$ cat src/rtl/plru_victim_select.sv
// Tree pseudo-LRU replacement for WAYS x SETS caches, with a registered victim (index, one-hot, line data).
// Victim latency 1 cycle, one request per cycle accepted, no backpressure.
module plru_victim_select #(
  parameter int WAYS  = 4,
  parameter int SETS  = 8,
  parameter int WIDTH = 128,
  localparam int SW   = (SETS > 1) ? $clog2(SETS) : 1,
  localparam int WW   = $clog2(WAYS)
) (
  input  logic                  clk,
  input  logic                  reset_n,
  input  logic                  access_valid,
  input  logic [SW-1:0]         access_set,
  input  logic [WW-1:0]         access_way,
  input  logic                  evict_req,
  input  logic [SW-1:0]         evict_set,
  input  logic [WAYS*WIDTH-1:0] way_data,
  output logic                  evict_valid,
  output logic [WW-1:0]         victim_way,
  output logic [WAYS-1:0]       victim_onehot,
  output logic [WIDTH-1:0]      victim_data
);

  localparam int NODES = WAYS - 1;

  logic [NODES-1:0] plru_q [SETS];
  logic [NODES-1:0] plru_d [SETS];
  logic [NODES-1:0] ev_bits;

  logic             evict_valid_q, evict_valid_d;
  logic [WW-1:0]    victim_way_q, victim_way_d;
  logic [WAYS-1:0]  victim_onehot_q, victim_onehot_d;
  logic [WIDTH-1:0] victim_data_q, victim_data_d;

  // Heap-ordered walk: bit 1 sends the victim search to the left (lower) child.
  function automatic logic [WW-1:0] tree_victim(input logic [NODES-1:0] bits);
    logic [WW-1:0] way;
    logic          b;
    int            node;
    way  = '0;
    node = 0;
    for (int l = 0; l < WW; l++) begin
      b = 1'b0;
      for (int n = 0; n < NODES; n++) begin
        if (n == node) b = bits[n];
      end
      way[WW-1-l] = ~b;
      node = b ? (2 * node + 1) : (2 * node + 2);
    end
    return way;
  endfunction

  // Each node on the path is pointed at the sibling subtree of the touched way.
  function automatic logic [NODES-1:0] tree_touch(input logic [NODES-1:0] bits,
                                                  input logic [WW-1:0]    way);
    logic [NODES-1:0] nb;
    int               node;
    nb   = bits;
    node = 0;
    for (int l = 0; l < WW; l++) begin
      for (int n = 0; n < NODES; n++) begin
        if (n == node) nb[n] = way[WW-1-l];
      end
      node = way[WW-1-l] ? (2 * node + 2) : (2 * node + 1);
    end
    return nb;
  endfunction

  // Victim is read from plru_q, so a same-cycle access to that set is not yet visible.
  always_comb begin
    plru_d  = plru_q;
    ev_bits = '0;
    for (int s = 0; s < SETS; s++) begin
      if (access_valid && (SETS == 1 || s == int'(access_set))) begin
        plru_d[s] = tree_touch(plru_q[s], access_way);
      end
      if (SETS == 1 || s == int'(evict_set)) begin
        ev_bits = plru_q[s];
      end
    end
  end

  always_comb begin
    evict_valid_d   = evict_req;
    victim_way_d    = victim_way_q;
    victim_onehot_d = victim_onehot_q;
    victim_data_d   = victim_data_q;
    if (evict_req) begin
      victim_way_d = tree_victim(ev_bits);
      for (int w = 0; w < WAYS; w++) begin
        victim_onehot_d[w] = (w == int'(victim_way_d));
        if (w == int'(victim_way_d)) begin
          victim_data_d = way_data[w*WIDTH +: WIDTH];
        end
      end
    end
  end

  always_ff @(posedge clk) begin
    if (!reset_n) begin
      for (int s = 0; s < SETS; s++) begin
        plru_q[s] <= '0;
      end
      evict_valid_q   <= 1'b0;
      victim_way_q    <= '0;
      victim_onehot_q <= '0;
      victim_data_q   <= '0;
    end else begin
      plru_q          <= plru_d;
      evict_valid_q   <= evict_valid_d;
      victim_way_q    <= victim_way_d;
      victim_onehot_q <= victim_onehot_d;
      victim_data_q   <= victim_data_d;
    end
  end

  assign evict_valid   = evict_valid_q;
  assign victim_way    = victim_way_q;
  assign victim_onehot = victim_onehot_q;
  assign victim_data   = victim_data_q;

endmodule

$ cat config.mk
export PLATFORM = sky130hd
export DESIGN_NAME = plru_victim_select
export DESIGN_NICKNAME = d
export VERILOG_FILES = /design/src/rtl/plru_victim_select.sv
export SDC_FILE = /design/constraint.sdc
export NUM_CORES = 1
export LEC_CHECK = 0
export BUFFER_PORTS_ARGS = -buffer_cell sky130_fd_sc_hd__buf_2
export CAP_MARGIN = 20
export CORE_AREA = 8 8 248 250
export CTS_BUF_LIST = sky130_fd_sc_hd__clkbuf_4 sky130_fd_sc_hd__clkbuf_8 sky130_fd_sc_hd__clkbuf_16
export CTS_CLUSTER_DIAMETER = 50
export DETAILED_ROUTE_END_ITERATION = 7
export DIE_AREA = 0 0 256 258
export GPL_TIMING_DRIVEN = 0
export SETUP_SLACK_MARGIN = 0.4
export SLEW_MARGIN = 20
export SYNTH_ARGS = -nofsm -noshare
export SYNTH_HDL_FRONTEND = slang
export SYNTH_SLANG_ARGS = --single-unit
$ cat constraint.sdc
create_clock -name clk -period 2.6 [get_ports clk]
set_input_delay 0.39 -clock clk [delete_from_list [all_inputs] [get_ports clk]]
set_output_delay 0.39 -clock clk [all_outputs]
set_load 0.1 [all_outputs]
==> results of run 1 <==
==> cell type report <==
cell class	count	area (um2)	share of cell area (%)
diodes	7	17.52	0.1196
multi-input cells	885	5570	38.03
well taps	765	957.2	6.535
repair buffers	670	3476	23.73
clock inverters	15	165.2	1.128
inverters	4	15.01	0.1025
plain buffers	140	837.1	5.715
clock buffers	17	425.4	2.904
flip-flops and latches	159	3184	21.74
==> routing by layer <==
| layer | track usage (%) | share of wire, % | vias up |
|---|---|---|---|
| li1 | - | - | 5978 |
| met1 | 22.12 | 41 | 6315 |
| met2 | 28.48 | 46 | 857 |
| met4 | 7.821 | 3.4 | 6 |
| met3 | 5.335 | 9.2 | 107 |
| met5 | 0 | 0.062 | - |
==> worst max-delay path, delay by kind of cell, from the launching register on <==
| kind | cells | cell delay, ns |
|---|---|---|
| compound gates | 3 | 0.92 |
| buf+inv | 3 | 0.66 |
| flops | 1 | 0.34 |
| mux | 1 | 0.16 |
| simple gates | 2 | 0.14 |
==> state kept, by name (all words and copies together), names as in the netlist <==
name           cells
victim_onehot      4
victim_data      128
plru_q            24
victim_way         2
evict_valid        1
==> how the worst max path moves through the flow <==
stage	startpoint	endpoint	cells past startpoint
4_1_cts	plru_q[9]	victim_data[114]	9
2_1_floorplan	evict_set[0]	victim_data[0]	9
3_3_place_gp	evict_req	victim_data[89]	5
6_report	plru_q[21]	victim_data[114]	9
3_5_place_dp	evict_set[0]	victim_data[114]	8
5_1_grt	plru_q[18]	victim_data[114]	9
==> power by group <==
group | switching (mW) | internal, mW | leakage [nW]
clock | 1.31 | 1.37 | 0.290
combinational | 2.34 | 0.820 | 5.36
sequential | 0.163 | 2.62 | 1.32
==> synth_stat cells (all sizes together) (2+ instances only) <==
cell type and number:
a21boi 18, a222oi 128, buf 49, clkbuf 91, dfxtp 159, inv 4, mux2 2, mux2i 13
mux4 4, nand2 280, nand3 8, nand4 5, nor2 137, nor2b 14, o21ai 7, o221ai 130
or3 128
==> through the flow <==
| stage | setup slack [ns] | area, um2 | std cells |
|---|---|---|---|
| 2_1_floorplan | 0.4007 | 9286 | 1188 |
| 3_3_place_gp | -1.265 | 13500 | 2604 |
| 3_5_place_dp | -0.7976 | 13510 | 2604 |
| 4_1_cts | 0.1985 | 14450 | 2650 |
| 5_1_grt | 0.1405 | 14640 | 2658 |
| 6_report | 0.2149 | 14650 | 2662 |
==> cell families (layout without fill, tap and decap cells) <==
logic type             count (synthesis)  in the layout  synth area share [%]
muxes                                 19             19                 2.790
AOI/OAI and AO/OA                    289            289                 28.77
and+or+nand+nor                      577            577                 27.55
other                                  0              7                     0
buffers and inverters                144            846                 6.604
DFF                                  159            159                 34.29
==> repair_timing <==
item,in CTS,in global routing
setup buffers,12,3
gates cloned,2,2
resized for setup,71,66
pin swaps,32,82
hold buffers,0,0
endpoints found under the setup margin,134,132
==> summary.md, run 1 <==
| Metric | Value |
|---|---|
| Status | `finished, violations left` |
| Failing checks | `design-rule violations` |
| CP arrival | `2.73 ns` |
| WL/cell | `between 20 and 25 um` |
| R2R Setup Slk | `0.21 ns` |
| # DRC | `10` |
| Fillers | `approximately 6,500` |
| Net Count, Synth | `1,712` |
| CTS tree | `built` |
| Clk Latency, worst-skew pair | `0.48 ns` |
| Vias | `13,263` |
| Synth Area per Inst | `7.815 um2` |
| Slew HR | `44.44%` |
| RSZ-0062 raised after global routing | `yes` |
| DR vias/cell | `4.982` |
| Post-synth EDFFs | `0` |
| GRT overflow | `0` |
| CTS buffer count | `17` |
| Setup Viol. Count Final | `0` |
| Clock sink count | `159` |
| Slew @ Worst Pin | `0.8334 ns` |
| Sequential share of the synthesized area | `34.29%` |
| Pwr Total | `between 8 and 9 mW` |
| Cell area after synthesis | `9284 um2` |
| Largest cells by area after synthesis | `dfxtp_1 34%, a222oi_1 14%, o221ai_1 12%` |
| Hold Fails Final Rpt | `0` |
| Crit start category | `flop` |
| Routed Antenna Nets | `0` |
| Post-Route Utilization | `about 26%` |
| Final WL | `62,670 um` |
| Dominant synthesized flop cell | `dfxtp_1` |
| Tcrit/Tclk final | `91.74%` |
| I/O pin count | `659` |
| Synth unique cells | `35` |
| Critical R2R Launch | `plru_q[21]` |
| H-Tree Depth | `4` |
| TNS Setup | `0 ns` |
| Total Die Area | `66,050 um2` |
| Setup Skew | `0.01581 ns` |
| R2R depth | `9` |
| Root Buffer | `clkbuf_16` |
| VDD IR max | `0.0004912 V` |
| Cells after Synth | `between 1,000 and 1,500` |
| Hold Path Origin | `way_data[111]` |
| Slowest-stage cell, CP | `a222oi_1` |
| Hold Path End | `victim_data[111]` |
| RR Endpoint | `victim_data[114]` |
| CTS max path bufs | `2` |
| Most frequent cells in the layout | `676 x buf_2, 280 x nand2_1, 158 x dfxtp_1, 137 x nor2_1, 128 x a222oi_1` |
| #FFs+latches synth | `159` |
| Max-cap violations | `0` |
| Required time worst endpoint | `around 3.0 ns` |
| P&R area growth vs syn | `57.78%` |
| Chip Width | `256 um` |
| Max Clk Rate | `0.4193 GHz` |
| Vias in the first global route | `between 10,000 and 15,000` |
| HP Class | `primary input to flop` |
| Global-route wire length before repair | `89,500 um` |
| Max Slew Vio Count | `0` |
| Yosys top cell area share | `34.29%` |
| Power Dens Cells | `589.2 nW/um2` |
| Nature of the critical path endpoint | `flop` |
| Hold-critical path depth | `3` |
| Lkg Pwr | `6.966 nW` |
| Initial Util | `about 16%` |
| Min cycle time layout | `2.385 ns` |
| CP Max Fanout | `10` |
| Post-detail-place hpwl | `49,100 um` |
| Port Buf Inserts | `about 650` |
| Die Y | `258 um` |
| Post-synth ARST share | `0%` |
| Most common cell after layout, fill and taps aside | `buf_2` |
| Largest net degree at the start of global routing | `18` |
| Final Hold Slack | `around 0.17 ns` |
| GPL Wtd Cong | `0.9619` |
| Core Region | `57,370 um2` |
| Reg clk slew, reported paths | `0.08 ns` |
| Area leader, netlist | `dfxtp_1` |
| Crit path kind | `flop to flop` |
| Initial antenna violation count | `10` |
| Nets@finish | `2,401` |
| CP Cell Sequence | `mux2_4, o221ai_4, a32oi_4, buf_12, buf_8, buf_4, nand2_1, a222oi_1, nor2_1` |
| DRT iter0 DRCs | `roughly 1,600` |
| Ys Warns | `0` |
| DRT Pass-1 Iters | `8` |
| Share of post-route cells with drive strength above 1 | `42.70%` |
| GRT Total Usage | `between 15 and 20%` |
| CP max stage delay | `0.45 ns` |
| Row cnt | `slightly below 90` |
Note: power is estimated with default switching activity, not from simulation.
==> run 2: changes to the inputs <==
CORE_AREA = 8 8 253 255   (was 8 8 248 250)
CTS_CLUSTER_DIAMETER = 80   (was 50)
DIE_AREA = 0 0 261 263   (was 0 0 256 258)
==> run 2 against run 1 <==
The flow now finishes without violations; sequential power hardly changed; core utilization is 0.80 points lower; via count is 0.43% lower; count of clock-buffer cells in the layout stayed put; fmax is 6.5% higher; wire length is 0.93% higher; non-clock buffer count is 2 lower; worst setup slack better by 0.15 ns; critical endpoint is now victim_data[61].
==> summary.md, run 2 (synthesized netlist as in run 1, its figures left out) <==
| Metric | Value |
|---|---|
| HP Class | `primary input to flop` |
| DR vias/cell | `4.931` |
| Initial antenna violation count | `10` |
| Most frequent cells in the layout | `666 x buf_2, 280 x nand2_1, 159 x dfxtp_1, 137 x nor2_1, 128 x a222oi_1` |
| Nature of the critical path endpoint | `flop` |
| Tcrit/Tclk final | `86.15%` |
| Slew HR | `34.81%` |
| CTS tree | `built` |
| Met3 wire length | `~6500 um` |
| I/O pin count | `659` |
| Internal Dissipation | `4.723 mW` |
| Largest net degree at the start of global routing | `18` |
| P_sw | `3.849 mW` |
| RSZ-0062 raised after global routing | `yes` |
| Met2 routed WL | `~30,000 um` |
| M1 WL | `~25,000 um` |
| Final worst slack | `0.3601 ns` |
| CP Cell Sequence | `mux2_4, o221ai_4, a32oi_4, buf_4, buf_6, buf_6, or3_4, a222oi_1, nor2_1` |
| Max Clk Rate | `0.4465 GHz` |
| Lkg Pwr | `6.991 nW` |
| Total Die Area | `68,640 um2` |
| Max-cap violations | `0` |
| CP Max Fanout | `10` |
| Slowest-stage cell, CP | `or3_4` |
| Worst path bufs/invs | `3` |
| DR top layer | `met5` |
| Status | `finished clean` |
| GPL Wtd Cong | `0.9650` |
| GRT Total Usage | `between 15 and 20%` |
| Crit start category | `flop` |
| Max Slew Vio Count | `0` |
| Share of total power in sequential cells | `32.6%` |
| Post-detail-place hpwl | `49,940 um` |
| Vias in the first global route | `13,048` |
| Slew @ Worst Pin | `between 0.9 and 1 ns` |
| Switching Fraction | `between 40 and 50%` |
| CTS hold repair buffers | `0` |
| CTS max path bufs | `2` |
| Multi-input gate area | `5699 um2` |
| Fillers | `around 6,800` |
| Routed Antenna Nets | `0` |
| Required time worst endpoint | `between 2 and 3 ns` |
| CP max stage delay | `0.41 ns` |
| Vias | `13,206` |
| Setup Viol. Count Final | `0` |
| CP delay by family, top | `compound AO/OA/AOI/OAI gates` |
| Share of post-route cells with drive strength above 1 | `43.91%` |
| Port Buf Inserts | `651` |
| P&R area growth vs syn | `59.61%` |
| DRT Pass-1 Iters | `8` |
| Die Y | `263 um` |
| CTS buffer count | `17` |
| Min cycle time layout | `~2.2 ns` |
| Dpl ws | `-0.5820 ns` |
| Register area | `about 3200 um2` |
| Clk Latency, worst-skew pair | `0.48 ns` |
| Crit path kind | `flop to flop` |
| Initial Util | `15.50%` |
| Core Region | `59,910 um2` |
| Global-route wire length before repair | `88,930 um` |
| Final WL | `63,250 um` |
| Clk network pwr share | `30.3%` |
| Power Dens Cells | `~580 nW/um2` |
| Chip Width | `261 um` |
| Reg clk slew, reported paths | `~0.080 ns` |
| Nets@finish | `2,399` |
| CP arrival | `2.60 ns` |
| Hold Fails Final Rpt | `0` |
| Combinational power share | `37.1%` |
| Root Buffer | `clkbuf_16` |
| DRT iter0 DRCs | `1,477` |
| Max reg flops | `128` |
| GRT overflow | `0` |
| VDD IR max | `around 0.0005 V` |
| # DRC | `0` |
| Setup Skew | `around 0.016 ns` |
| Placed Cells | `roughly 2,600` |
| Post-Layout Cell Count | `2,678` |
| Most used cell, CP | `buf_6` |
| Clock sink count | `159` |
| H-Tree Depth | `4` |
| Row cnt | `90` |
| Most common cell after layout, fill and taps aside | `buf_2` |
| WL/cell | `23.62 um` |
## run 2: changes by cell type in the layout (fill, tap and decap cells not counted), moves of 4 or more
cell,previous run,this run
buf_2,676,666
clkbuf_1,56,52
o221ai_1,126,109
clkbuf_4,6,15
o221ai_2,2,18
buf_6,11,15
clkbuf_2,25,13
buf_4,23,36
or3_4,1,5
or3_1,127,123
## run 2: worst reg2reg max path, cell delays in order, from the launching register on
cell and delay [ns]:
dfxtp_1 0.31, mux2_4 0.29, o221ai_4 0.21, a32oi_4 0.13
buf_4 0.19, buf_6 0.12, buf_6 0.13, or3_4 0.41
a222oi_1 0.27, nor2_1 0.07
## run 2: what timing repair did
action,4_1_cts,5_1_grt
setup buffers,8,7
gates cloned,1,1
setup endpoints to repair,132,128
pin swaps,2,13
gates resized for setup,100,86
## run 2: per-stage QoR
stage	hold slack, ns	area (um2)	TNS (ns)	power, mW	utilization, %
6_report	0.1740	14820	0	8.573	24.73
5_1_grt	0.1479	14810	0	8.915	24.72
4_1_cts	0.1143	14450	0	8.575	24.12
3_5_place_dp	0.4426	13530	-49.67	5.837	22.58
3_3_place_gp	0.4379	13520	-103.81	5.836	22.57
2_1_floorplan	0.4393	9286	0	4.791	-
## run 2: final timing paths
kind | depth (start not counted) | to | slack (ns) | from
min reg2reg | 2 | victim_onehot[3] | 0.45 | victim_onehot[3]
max | 9 | victim_data[61] | 0.36 | plru_q[9]
max reg2reg | 9 | victim_data[61] | 0.36 | plru_q[9]
min | 3 | victim_data[108] | 0.17 | way_data[108]
## run 2: power groups by stage
stage                     combinational (mW)  clock, mW  sequential [mW]
after global routing                    3.33       2.77             2.81
after global placement                  3.00          0             2.83
after CTS                               3.09       2.70             2.78
after detailed placement                3.00          0             2.83
after floorplan                        0.687          0             4.10
final                                   3.18       2.60             2.79
## run 2: layout make-up
class / instances / area share [%]
Tap cell: 782 / 6.603
Buffer: 140 / 6.206
Clock inverter: 15 / 0.9879
Timing Repair Buffer: 668 / 23.15
Multi-Input combinational cell: 885 / 38.46
Sequential cell: 159 / 21.48
Inverter: 4 / 0.1013
Antenna cell: 8 / 0.1351
Clock buffer: 17 / 2.871
## run 2: metal layers
| layer | up-vias | track usage [%] |
|---|---|---|
| met5 | - | 0 |
| met4 | 6 | 6.755 |
| met3 | 87 | 4.735 |
| met2 | 780 | 28.83 |
| met1 | 6359 | 21.10 |
| li1 | 5974 | - |
